--- config.mk ---
export PLATFORM = sky130hd
export DESIGN_NAME = fib_arbiter
export DESIGN_NICKNAME = d
export VERILOG_FILES = /design/src/rtl/fib_arbiter.sv
export SDC_FILE = /design/constraint.sdc
export NUM_CORES = 1
export LEC_CHECK = 0
export BUFFER_PORTS_ARGS = -buffer_cell sky130_fd_sc_hd__clkbuf_2
export CORE_MARGIN = 5
export CORE_UTILIZATION = 45
export CTS_BUF_LIST = sky130_fd_sc_hd__clkbuf_16
export DETAILED_ROUTE_END_ITERATION = 7
export PLACE_DENSITY = 0.76
export REMOVE_ABC_BUFFERS = 1
export SYNTH_ARGS = -nofsm -noshare
export SYNTH_HDL_FRONTEND = slang
export SYNTH_SLANG_ARGS = --single-unit
--- constraint.sdc ---
create_clock -name clk -period 6.24 [get_ports clk]
set_input_delay 0.312 -clock clk [delete_from_list [all_inputs] [get_ports clk]]
set_output_delay 0.312 -clock clk [all_outputs]
set_load 0.1 [all_outputs]
--- src/rtl/fib_arbiter.sv ---
// Round-robin arbiter that shares one Fibonacci engine among NCLI clients.
// A zero operand is answered locally; every other operand goes through one engine handshake.
module fib_arbiter #(
    parameter int NCLI  = 4,
    parameter int N_IN  = 7,
    parameter int N_OUT = 90,
    localparam int GW   = (NCLI > 1) ? $clog2(NCLI) : 1
) (
    input  logic                   clk,
    input  logic                   rst_n,
    input  logic [NCLI-1:0]        cli_req,
    input  logic [NCLI*N_IN-1:0]   cli_n,
    output logic [NCLI-1:0]        cli_ack,
    output logic [N_OUT-1:0]       cli_result,
    output logic                   eng_req,
    output logic [N_IN-1:0]        eng_n,
    input  logic                   eng_ack,
    input  logic [N_OUT-1:0]       eng_result,
    output logic                   busy,
    output logic [GW-1:0]          grant
);

    localparam logic [1:0] IDLE    = 2'd0;
    localparam logic [1:0] ISSUE   = 2'd1;
    localparam logic [1:0] RELEASE = 2'd2;
    localparam logic [1:0] GAP     = 2'd3;

    logic [1:0]       state, state_nxt;
    logic [GW-1:0]    ptr, ptr_nxt, grant_nxt, grant_inc, sel;
    logic             sel_valid;
    logic [GW:0]      rr_idx;
    logic [N_IN-1:0]  n_reg, n_reg_nxt, eng_n_nxt;
    logic [N_IN-1:0]  operand [NCLI];
    logic             eng_req_nxt, eng_ack_d, ack_rise;
    logic [NCLI-1:0]  cli_ack_nxt;
    logic [N_OUT-1:0] cli_result_nxt;

    for (genvar g = 0; g < NCLI; g++) begin : g_operand
        assign operand[g] = cli_n[g*N_IN +: N_IN];
    end

    // Completion is the rising edge only: the engine keeps eng_ack high until it sees the next request.
    assign ack_rise  = eng_ack & ~eng_ack_d;
    assign grant_inc = (grant == GW'(NCLI - 1)) ? '0 : grant + GW'(1);

    // Round-robin pick: walk offsets downward so the one closest to ptr wins.
    always_comb begin
        sel       = '0;
        sel_valid = 1'b0;
        rr_idx    = '0;
        for (int i = NCLI - 1; i >= 0; i--) begin
            rr_idx = {1'b0, ptr} + (GW+1)'(i);
            if (rr_idx >= (GW+1)'(NCLI)) rr_idx = rr_idx - (GW+1)'(NCLI);
            if (cli_req[rr_idx[GW-1:0]]) begin
                sel       = rr_idx[GW-1:0];
                sel_valid = 1'b1;
            end
        end
    end

    always_comb begin
        // NOTE: every signal gets a hold-value default first so no path leaves it unassigned (no latches).
        state_nxt      = state;
        ptr_nxt        = ptr;
        grant_nxt      = grant;
        n_reg_nxt      = n_reg;
        eng_req_nxt    = eng_req;
        eng_n_nxt      = eng_n;
        cli_ack_nxt    = cli_ack;
        cli_result_nxt = cli_result;
        case (state)
            IDLE: begin
                if (sel_valid) begin
                    grant_nxt = sel;
                    n_reg_nxt = operand[sel];
                    if (operand[sel] != '0) begin
                        eng_req_nxt = 1'b1;
                        eng_n_nxt   = operand[sel];
                        state_nxt   = ISSUE;
                    end else begin
                        cli_result_nxt   = '0;
                        cli_ack_nxt      = '0;
                        cli_ack_nxt[sel] = 1'b1;
                        state_nxt        = RELEASE;
                    end
                end
            end
            ISSUE: begin
                if (ack_rise) begin
                    eng_req_nxt = 1'b0;
                    state_nxt   = RELEASE;
                    cli_ack_nxt = '0;
                    // A client that walked away still lets the engine finish; its result is dropped.
                    if (cli_req[grant]) begin
                        cli_ack_nxt[grant] = 1'b1;
                        cli_result_nxt     = eng_result;
                    end
                end
            end
            RELEASE: begin
                if (cli_ack == '0 || !cli_req[grant]) begin
                    cli_ack_nxt    = '0;
                    cli_result_nxt = '0;
                    ptr_nxt        = grant_inc;
                    state_nxt      = GAP;
                end
            end
            GAP: begin
                state_nxt = IDLE;
            end
            default: begin
                state_nxt      = IDLE;
                eng_req_nxt    = 1'b0;
                cli_ack_nxt    = '0;
                cli_result_nxt = '0;
            end
        endcase
    end

    // NOTE: state registers use non-blocking assignments so every flop samples pre-edge values.
    always_ff @(posedge clk or negedge rst_n) begin
        if (!rst_n) begin
            state      <= IDLE;
            ptr        <= '0;
            grant      <= '0;
            n_reg      <= '0;
            eng_req    <= 1'b0;
            eng_n      <= '0;
            eng_ack_d  <= 1'b0;
            cli_ack    <= '0;
            cli_result <= '0;
            busy       <= 1'b0;
        end else begin
            state      <= state_nxt;
            ptr        <= ptr_nxt;
            grant      <= grant_nxt;
            n_reg      <= n_reg_nxt;
            eng_req    <= eng_req_nxt;
            eng_n      <= eng_n_nxt;
            eng_ack_d  <= eng_ack;
            cli_ack    <= cli_ack_nxt;
            cli_result <= cli_result_nxt;
            busy       <= (state_nxt != IDLE);
        end
    end

endmodule

==> flow_summary.ini, run 1 <==
[outcome]
status = completed

[grt]
grt_first_pass_wirelength_um = 21800
grt_pass1_vias = 4562
grt_max_degree = 97
track_usage_pct = 18.3
antenna_found_initial = 0
grt_overflow = 0

[cells_and_area]
antennaDiodeCount = 0
drive_above_1_share_pct = 34.1
area_growth_pct = 27.0
final_nets = 893
utilization_pct = 58.3
stdcell_area_mm2 = 0.00704
fin_cells = 928

[floorplanning]
rows = 40
start_util_pct = 45.9
dieHeight_um = 121
core-area_mm2 = 0.0121
design.die.area_mm2 = 0.0146
die_w_um = 121
io_pins = 230

[logic_synthesis]
synthesis.area_mm2 = 0.00554
ys_warn_count = 0
synth_area_leader_cell = dfrtp_1
synthTopCellsByCount = dfrtp_1, mux2i_1, inv_1
synthTopCellsByArea = dfrtp_1, mux2i_1, inv_1
synth_seq_area_share_pct = 49.7
synth.top_cell.area_share_pct = 49.7
synth_area_per_cell_um2 = 10.2
synth_cells = 543
synthArstFlopShare_pct = 100
ys.flop_type = dfrtp_1
synth.distinct_cells = 45
ys_ff_latch = 110
synth_edf_count = 0
yosysMostFrequentCell = dfrtp_1

[clocking]
htreeDepth = 3
clockBufferDepth = 2
cts_buffers = 9
clk_pin_slew_worst_paths_ns = 0.07
cts_tree = built
cts.sinks = 110
clk_latency_ns = 0.34
cts-root-buf = clkbuf_16

[timing]
finClkSkew_ns = 0.00932
fmax_mhz = 239
finalSetupViolCount = 0
tightest_slew_ns = 1.01
whs_ns = 0.103
drv_slew = 0
slew_headroom_pct = 32.9
hold_viol_final = 0
min_period_ns = 4.18
rsz0062_at_grt = false
fin_crit_sh_pct = 67.0

[critical_path]
cp_max_fo = 29
startpoint = ptr[1]
rrSetupSlack_ns = 2.06
rr_endpoint = cli_result[59]
worstPathArrival_ns = 4.43
required_ns = 6.49
timing.rr.start = ptr[1]
rr_worst_depth = 9
end_kind = flop
crit_type = reg2reg
worst_setup_path_start_kind = flop
crit_path_end = cli_result[59]

[route]
drt_iter0_drc = 248
vias_per_cell = 4.84
dr.pass1.iters = 5
drcViolationCount = 0
vias = 4495
drt-total-wl_um = 13500
antenna_left = 0
wl_per_cell_um = 14.5

[job]
drv_cap = 0

[placement]
io_buffers = 229
placed_cells = 915
post_dp_cell_area_mm2 = 0.00674
place_congestion = 0.844
hpwl_um = 10100

[worst_hold_path]
hold_class = in2reg
## area by class of cell
cell class                 count  area, um^2
clock buffer                   9         225
tap                          168         210
timing repair buffer         233        1190
sequential                   110        2750
multi-input combinational    304        2210
clock inverter                 3        63.8
fill                        1050        5020
inverter                     101         379
## routing by layer
metal  up-vias  routed length [um]  global-route usage, %  part of all wire [%]
met5         -                   0                      0                     0
met3        14                 985                   4.15                   7.3
met1      2150                5780                   23.4                    43
li1       2166                   -                      -                     -
met2       165                6540                   30.4                    49
met4         0                 169                   6.44                   1.3
## registers in the layout (all words and copies together) (netlist names)
register    count
busy            1
ptr             2
eng_req         1
eng_ack_d       1
cli_ack         4
cli_result     90
grant           2
state           2
eng_n           7
## how the worst min path moves through the flow
stage	startpoint	cells past startpoint	slack (ns)	to
floorplan	rst_n	0	0.02	busy
global placement	rst_n	1	0.29	eng_n[0]
detailed placement	rst_n	1	0.30	eng_n[6]
CTS	eng_ack	1	0.08	eng_ack_d
global route	eng_ack	1	0.09	eng_ack_d
finish	eng_ack	1	0.10	eng_ack_d
## per-stage QoR
| step | setup slack, ns | TNS [ns] |
|---|---|---|
| after CTS | 2.04 | 0 |
| final | 2.06 | 0 |
| after floorplan | -2.55 | -229.71 |
| after global placement | 2.30 | 0 |
| after global routing | 1.74 | 0 |
| after detailed placement | 2.08 | 0 |
## critical path, cell delays in order (launching register included)
cell	delay [ns]
dfrtp_1	0.45
a21o_1	0.18
a21oi_1	0.16
o22a_1	0.78
mux2i_1	0.27
mux2_2	0.20
nand4_2	0.33
o21ai_4	0.86
buf_4	0.56
mux2i_1	0.26
## cell families (layout without fill, tap and decap cells)
logic type                 Yosys count  count (layout)  share of synthesized area, %
and+or+nand+nor                    138             138                          10.7
AOI/OAI and AO/OA                   39              39                          4.97
buffers and inverters              129             346                          10.8
muxes                              118             118                          21.8
DFF                                110             110                          49.7
adders and majority gates            9               9                          2.03
## layout by cell type, fill, tap and decap left out, drive strengths merged, types with 4 or more instances in the layout
master	n
nor2	13
clkbuf	237
o211ai	4
a21oi	8
a21o	5
nand3	6
or4	4
ha	9
nor2b	4
o21ai	7
nand2	98
nor3	5
mux2	10
mux2i	107
inv	101
buf	4
dfrtp	110
## timing repair
action | CTS | global route
hold buffers | 1 | 0
gates resized for setup | 0 | 0
setup buffers | 0 | 0
endpoints found under the setup margin | 0 | 0
hold endpoints to repair | 36 | 0
Power of run 1 is not shown: default switching activity piles up to over one toggle a cycle in this logic, so the estimate is an artifact.
==> run 2, diff against run 1 <==
CORE_UTILIZATION = 44   (was 45)
PLACE_DENSITY = 0.77   (was 0.76)
clock period = 3.59 ns   (was 6.24 ns; I/O delays follow)
==> flow_summary.ini, run 2 (synthesis gave the netlist of run 1 again) <==
[critical_path]
crit_type = reg2reg
end_kind = flop
rr_worst_depth = 10
required_ns = 3.85
worst_setup_path_start_kind = flop
path_common_cell = mux2i_1
worstPathCellList = a21o_1 > a21oi_1 > o22a_1 > buf_4 > mux2i_1 > mux2_2 > nand4_1 > o21ai_4 > buf_12 > mux2i_1
worstPathArrival_ns = 3.29
slowest_stage = dfrtp_1
cp_max_fo = 53
crit_path_max_incr_delay_ns = 0.45

[grt]
grt_overflow = 0
grt_first_pass_wirelength_um = 21800
grt_max_degree = 96
track_usage_pct = 18.2
grt_pass1_vias = 4607
antenna_found_initial = 0

[outcome]
status = completed

[placement]
post_dp_cell_area_mm2 = 0.00678
place_congestion = 0.826
io_buffers = 229
place_ws_ns = 0.540
hpwl_um = 10100

[cells_and_area]
utilization_pct = 56.8
drive_above_1_share_pct = 34.5
n_fill_cell = 1132
largest_register_ffs = 90
antennaDiodeCount = 0
largest_register = cli_result
final_nets = 899
largestRegisters = cli_result x90, eng_n x7, cli_ack x4
area_growth_pct = 27.9
final_cell_mix = clkbuf_2, dfrtp_1, mux2i_1
final_common_cell = clkbuf_2
stdcell_area_mm2 = 0.00708

[clocking]
clockBufferDepth = 2
clk_pin_slew_worst_paths_ns = 0.07
cts_hold_repair.buffers = 2
postCtsSetupBuffers = 0
cts-root-buf = clkbuf_16
htreeDepth = 3
cts_tree = built
clk_latency_ns = 0.34
cts_buffers = 9
cts.sinks = 110
cts_resized = 0

[timing]
fin_crit_sh_pct = 84.5
finalSetupViolCount = 0
hold_viol_final = 0
min_period_ns = 3.03
whs_ns = 0.0589
rsz0062_at_grt = false
drv_slew = 0
tightest_slew_ns = 0.983
fmax_mhz = 330
fin_ws_ns = 0.556
finClkSkew_ns = 0.00589
slew_headroom_pct = 34.4

[floorplanning]
die_w_um = 122
rows = 41
dieHeight_um = 122
start_util_pct = 44.4
core-area_mm2 = 0.0125
io_pins = 230
design.die.area_mm2 = 0.0149

[worst_hold_path]
hold_class = in2reg
whs_path_depth = 3

[route]
drt_iter0_drc = 217
antenna_left = 0
dr.pass1.iters = 4
wl_per_cell_um = 14.4
drcViolationCount = 0
vias_per_cell = 4.65
vias = 4377
drt-total-wl_um = 13500

[job]
drv_cap = 0
run 2: changes by cell type in the layout (fill, tap and decap cells not counted):
cell	before	now
bufinv_16	2	1
buf_12	1	2
ha_4	1	0
clkinv_2	0	1
clkinvlp_4	0	1
buf_4	3	7
ha_2	0	1
clkinv_1	1	3
dlygate4sd3_1	1	2
run 2: final cells by class:
| class | instances | area, um^2 | area share [%] |
|---|---|---|---|
| flip-flops and latches | 110 | 2750 | 38.9 |
| inverters | 101 | 379 | 5.35 |
| repair buffers | 239 | 1250 | 17.7 |
| multi-input cells | 304 | 2200 | 31.1 |
| well taps | 172 | 215 | 3.04 |
| clock buffers | 9 | 225 | 3.18 |
| clock inverters | 6 | 53.8 | 0.760 |
run 2: per-stage QoR:
stage	instances	setup TNS, ns
floorplan	515	-468.21
global placement	924	0
detailed placement	924	0
CTS	941	0
global route	941	0
finish	941	0
run 2: worst paths after layout:
kind,slack [ns],endpoint,from
max in group asynchronous,2.25,cli_result[36],rst_n
hold / removal,0.06,cli_result[78],eng_result[78]
setup / recovery,0.56,cli_result[71],ptr[1]
setup reg to reg,0.56,cli_result[71],ptr[1]
min in group asynchronous,0.46,cli_result[13],rst_n
hold reg to reg,0.51,eng_n[3],eng_n[3]
run 2: per-layer routing:
layer | vias up | track usage [%] | share of wire [%] | routed length [um]
li1 | 2175 | - | - | -
met1 | 2023 | 22.1 | 41 | 5540
met2 | 158 | 31.3 | 50 | 6700
met3 | 21 | 4.50 | 7.7 | 1040
met4 | 0 | 6.51 | 1.7 | 231
met5 | - | 0 | 0 | 0
run 2: critical path: cells and delay by family (launching register included):
family                 cells  cell delay, ns
AO/OA/AOI/OAI              4            0.98
buffers and inverters      2            0.64
multiplexers               3            0.70
AND/OR/NAND/NOR            1            0.14
flip-flops                 1            0.45
Power of run 2 is left out for the same reason.
==> run 3, diff against run 2 <==
clock period = 2.55 ns   (was 3.59 ns; I/O delays follow)
==> flow_summary.ini, run 3 (synthesis gave the netlist of run 1 again) <==
[outcome]
status = completed

[floorplanning]
rows = 41
die_w_um = 122
start_util_pct = 44.4
dieHeight_um = 122
core-area_mm2 = 0.0125
io_pins = 230
design.die.area_mm2 = 0.0149

[critical_path]
crit_type = reg2reg
end_kind = flop
startpoint = ptr[0]
rr_worst_depth = 11
timing.rr.start = ptr[0]
worstPathArrival_ns = 2.79
rrSetupSlack_ns = 0.04
crit_path_end = cli_ack[2]
worst_setup_path_start_kind = flop
required_ns = 2.83
rr_endpoint = cli_ack[2]
cp_max_fo = 12

[route]
vias_per_cell = 4.74
drt-total-wl_um = 14300
top_layer = met4
dr_wl_met3_um = 1060
wl_per_cell_um = 14.6
antenna_left = 0
vias = 4627
drt_iter0_drc = 195
drt-met1-wl_um = 5890
drcViolationCount = 0
dr.pass1.iters = 4
dr_wl_met2_um = 7080

[cells_and_area]
final_cell_mix = clkbuf_2, dfrtp_1, mux2i_1
largest_register = cli_result
final_common_cell = clkbuf_2
final_nets = 934
area_growth_pct = 37.1
largest_register_ffs = 90
drive_above_1_share_pct = 36.0
antennaDiodeCount = 0
largestRegisters = cli_result x90, eng_n x7, cli_ack x4

[grt]
track_usage_pct = 19.0
grt_overflow = 0
antenna_found_initial = 0
grt_pass1_vias = 4653
grt_max_degree = 54
grt_first_pass_wirelength_um = 22600

[clocking]
cts_buffers = 9
clockBufferDepth = 2
cts-root-buf = clkbuf_16
cts.sinks = 110
htreeDepth = 3
cts_tree = built
clk_pin_slew_worst_paths_ns = 0.07
clk_latency_ns = 0.35

[timing]
rsz0062_at_grt = true
hold_viol_final = 0
finClkSkew_ns = 0.00734
finalSetupTns_ns = 0
slew_headroom_pct = 53.1
drv_slew = 0
tightest_slew_ns = 0.703
fmax_mhz = 399
min_period_ns = 2.51
fin_crit_sh_pct = 98.4
whs_ns = 0.00947
finalSetupViolCount = 0

[placement]
hpwl_um = 10400
place_congestion = 0.800
io_buffers = 229

[job]
drv_cap = 0

[worst_hold_path]
hold_class = in2reg
-- run 3: changes by cell type in the layout (fill, tap and decap cells not counted), sizes merged --
cell	before	now
inv	101	104
buf	9	24
clkinvlp	1	0
dlygate4sd3	2	20
clkinv	4	3
clkbuf	237	239
-- run 3: layout make-up --
class	instances	area, um^2
clock buffer	9	225
clock inverter	7	72.6
fill	1050	4870
inverter	101	379
multi-input combinational	304	2260
sequential	110	2750
tap	172	215
timing repair buffer	274	1680
-- run 3: what timing repair did --
item	CTS	global route
resized for setup	0	16
hold buffers	20	0
setup buffers	0	5
setup endpoints to repair	0	95
endpoints found under the hold margin	70	0
-- run 3: per-layer routing --
metal / vias up / track usage [%]
li1: 2264 / -
met1: 2180 / 23.7
met2: 162 / 32.1
met3: 21 / 4.50
met4: 0 / 6.58
met5: - / 0
-- run 3: worst min-delay path by stage --
stage                         from  slack, ns  cells past startpoint        endpoint
global route        eng_result[53]      0.002                      3  cli_result[53]
CTS                 eng_result[16]     0.0003                      3  cli_result[16]
global placement             rst_n       0.22                      1   cli_result[1]
detailed placement           rst_n       0.23                      1   cli_result[1]
finish               eng_result[1]      0.009                      3   cli_result[1]
floorplan                    rst_n      -0.17                      0            busy
-- run 3: stage by stage --
step / cell area (um^2) / utilization [%] / std cells / setup WS (ns)
after CTS: 7430 / 59.6 / 970 / 0.0248
after global placement: 6930 / 55.6 / 934 / 0.0827
final: 7590 / 60.9 / 977 / 0.0420
after floorplan: 5320 / - / 515 / -6.24
after detailed placement: 6930 / 55.6 / 934 / 0.0301
after global routing: 7590 / 60.9 / 977 / -0.0626
-- run 3: critical path, cell delays in order (launching register included) --
cell      delay [ns]
dfrtp_1         0.41
nand2b_4        0.16
nor2b_4         0.12
o22a_4          0.25
buf_12          0.14
buf_8           0.13
mux2i_2         0.17
mux2_4          0.19
nand4_4         0.09
buf_4           0.20
or4_1           0.52
nand3_1         0.08
Power of run 3 is left out for the same reason.
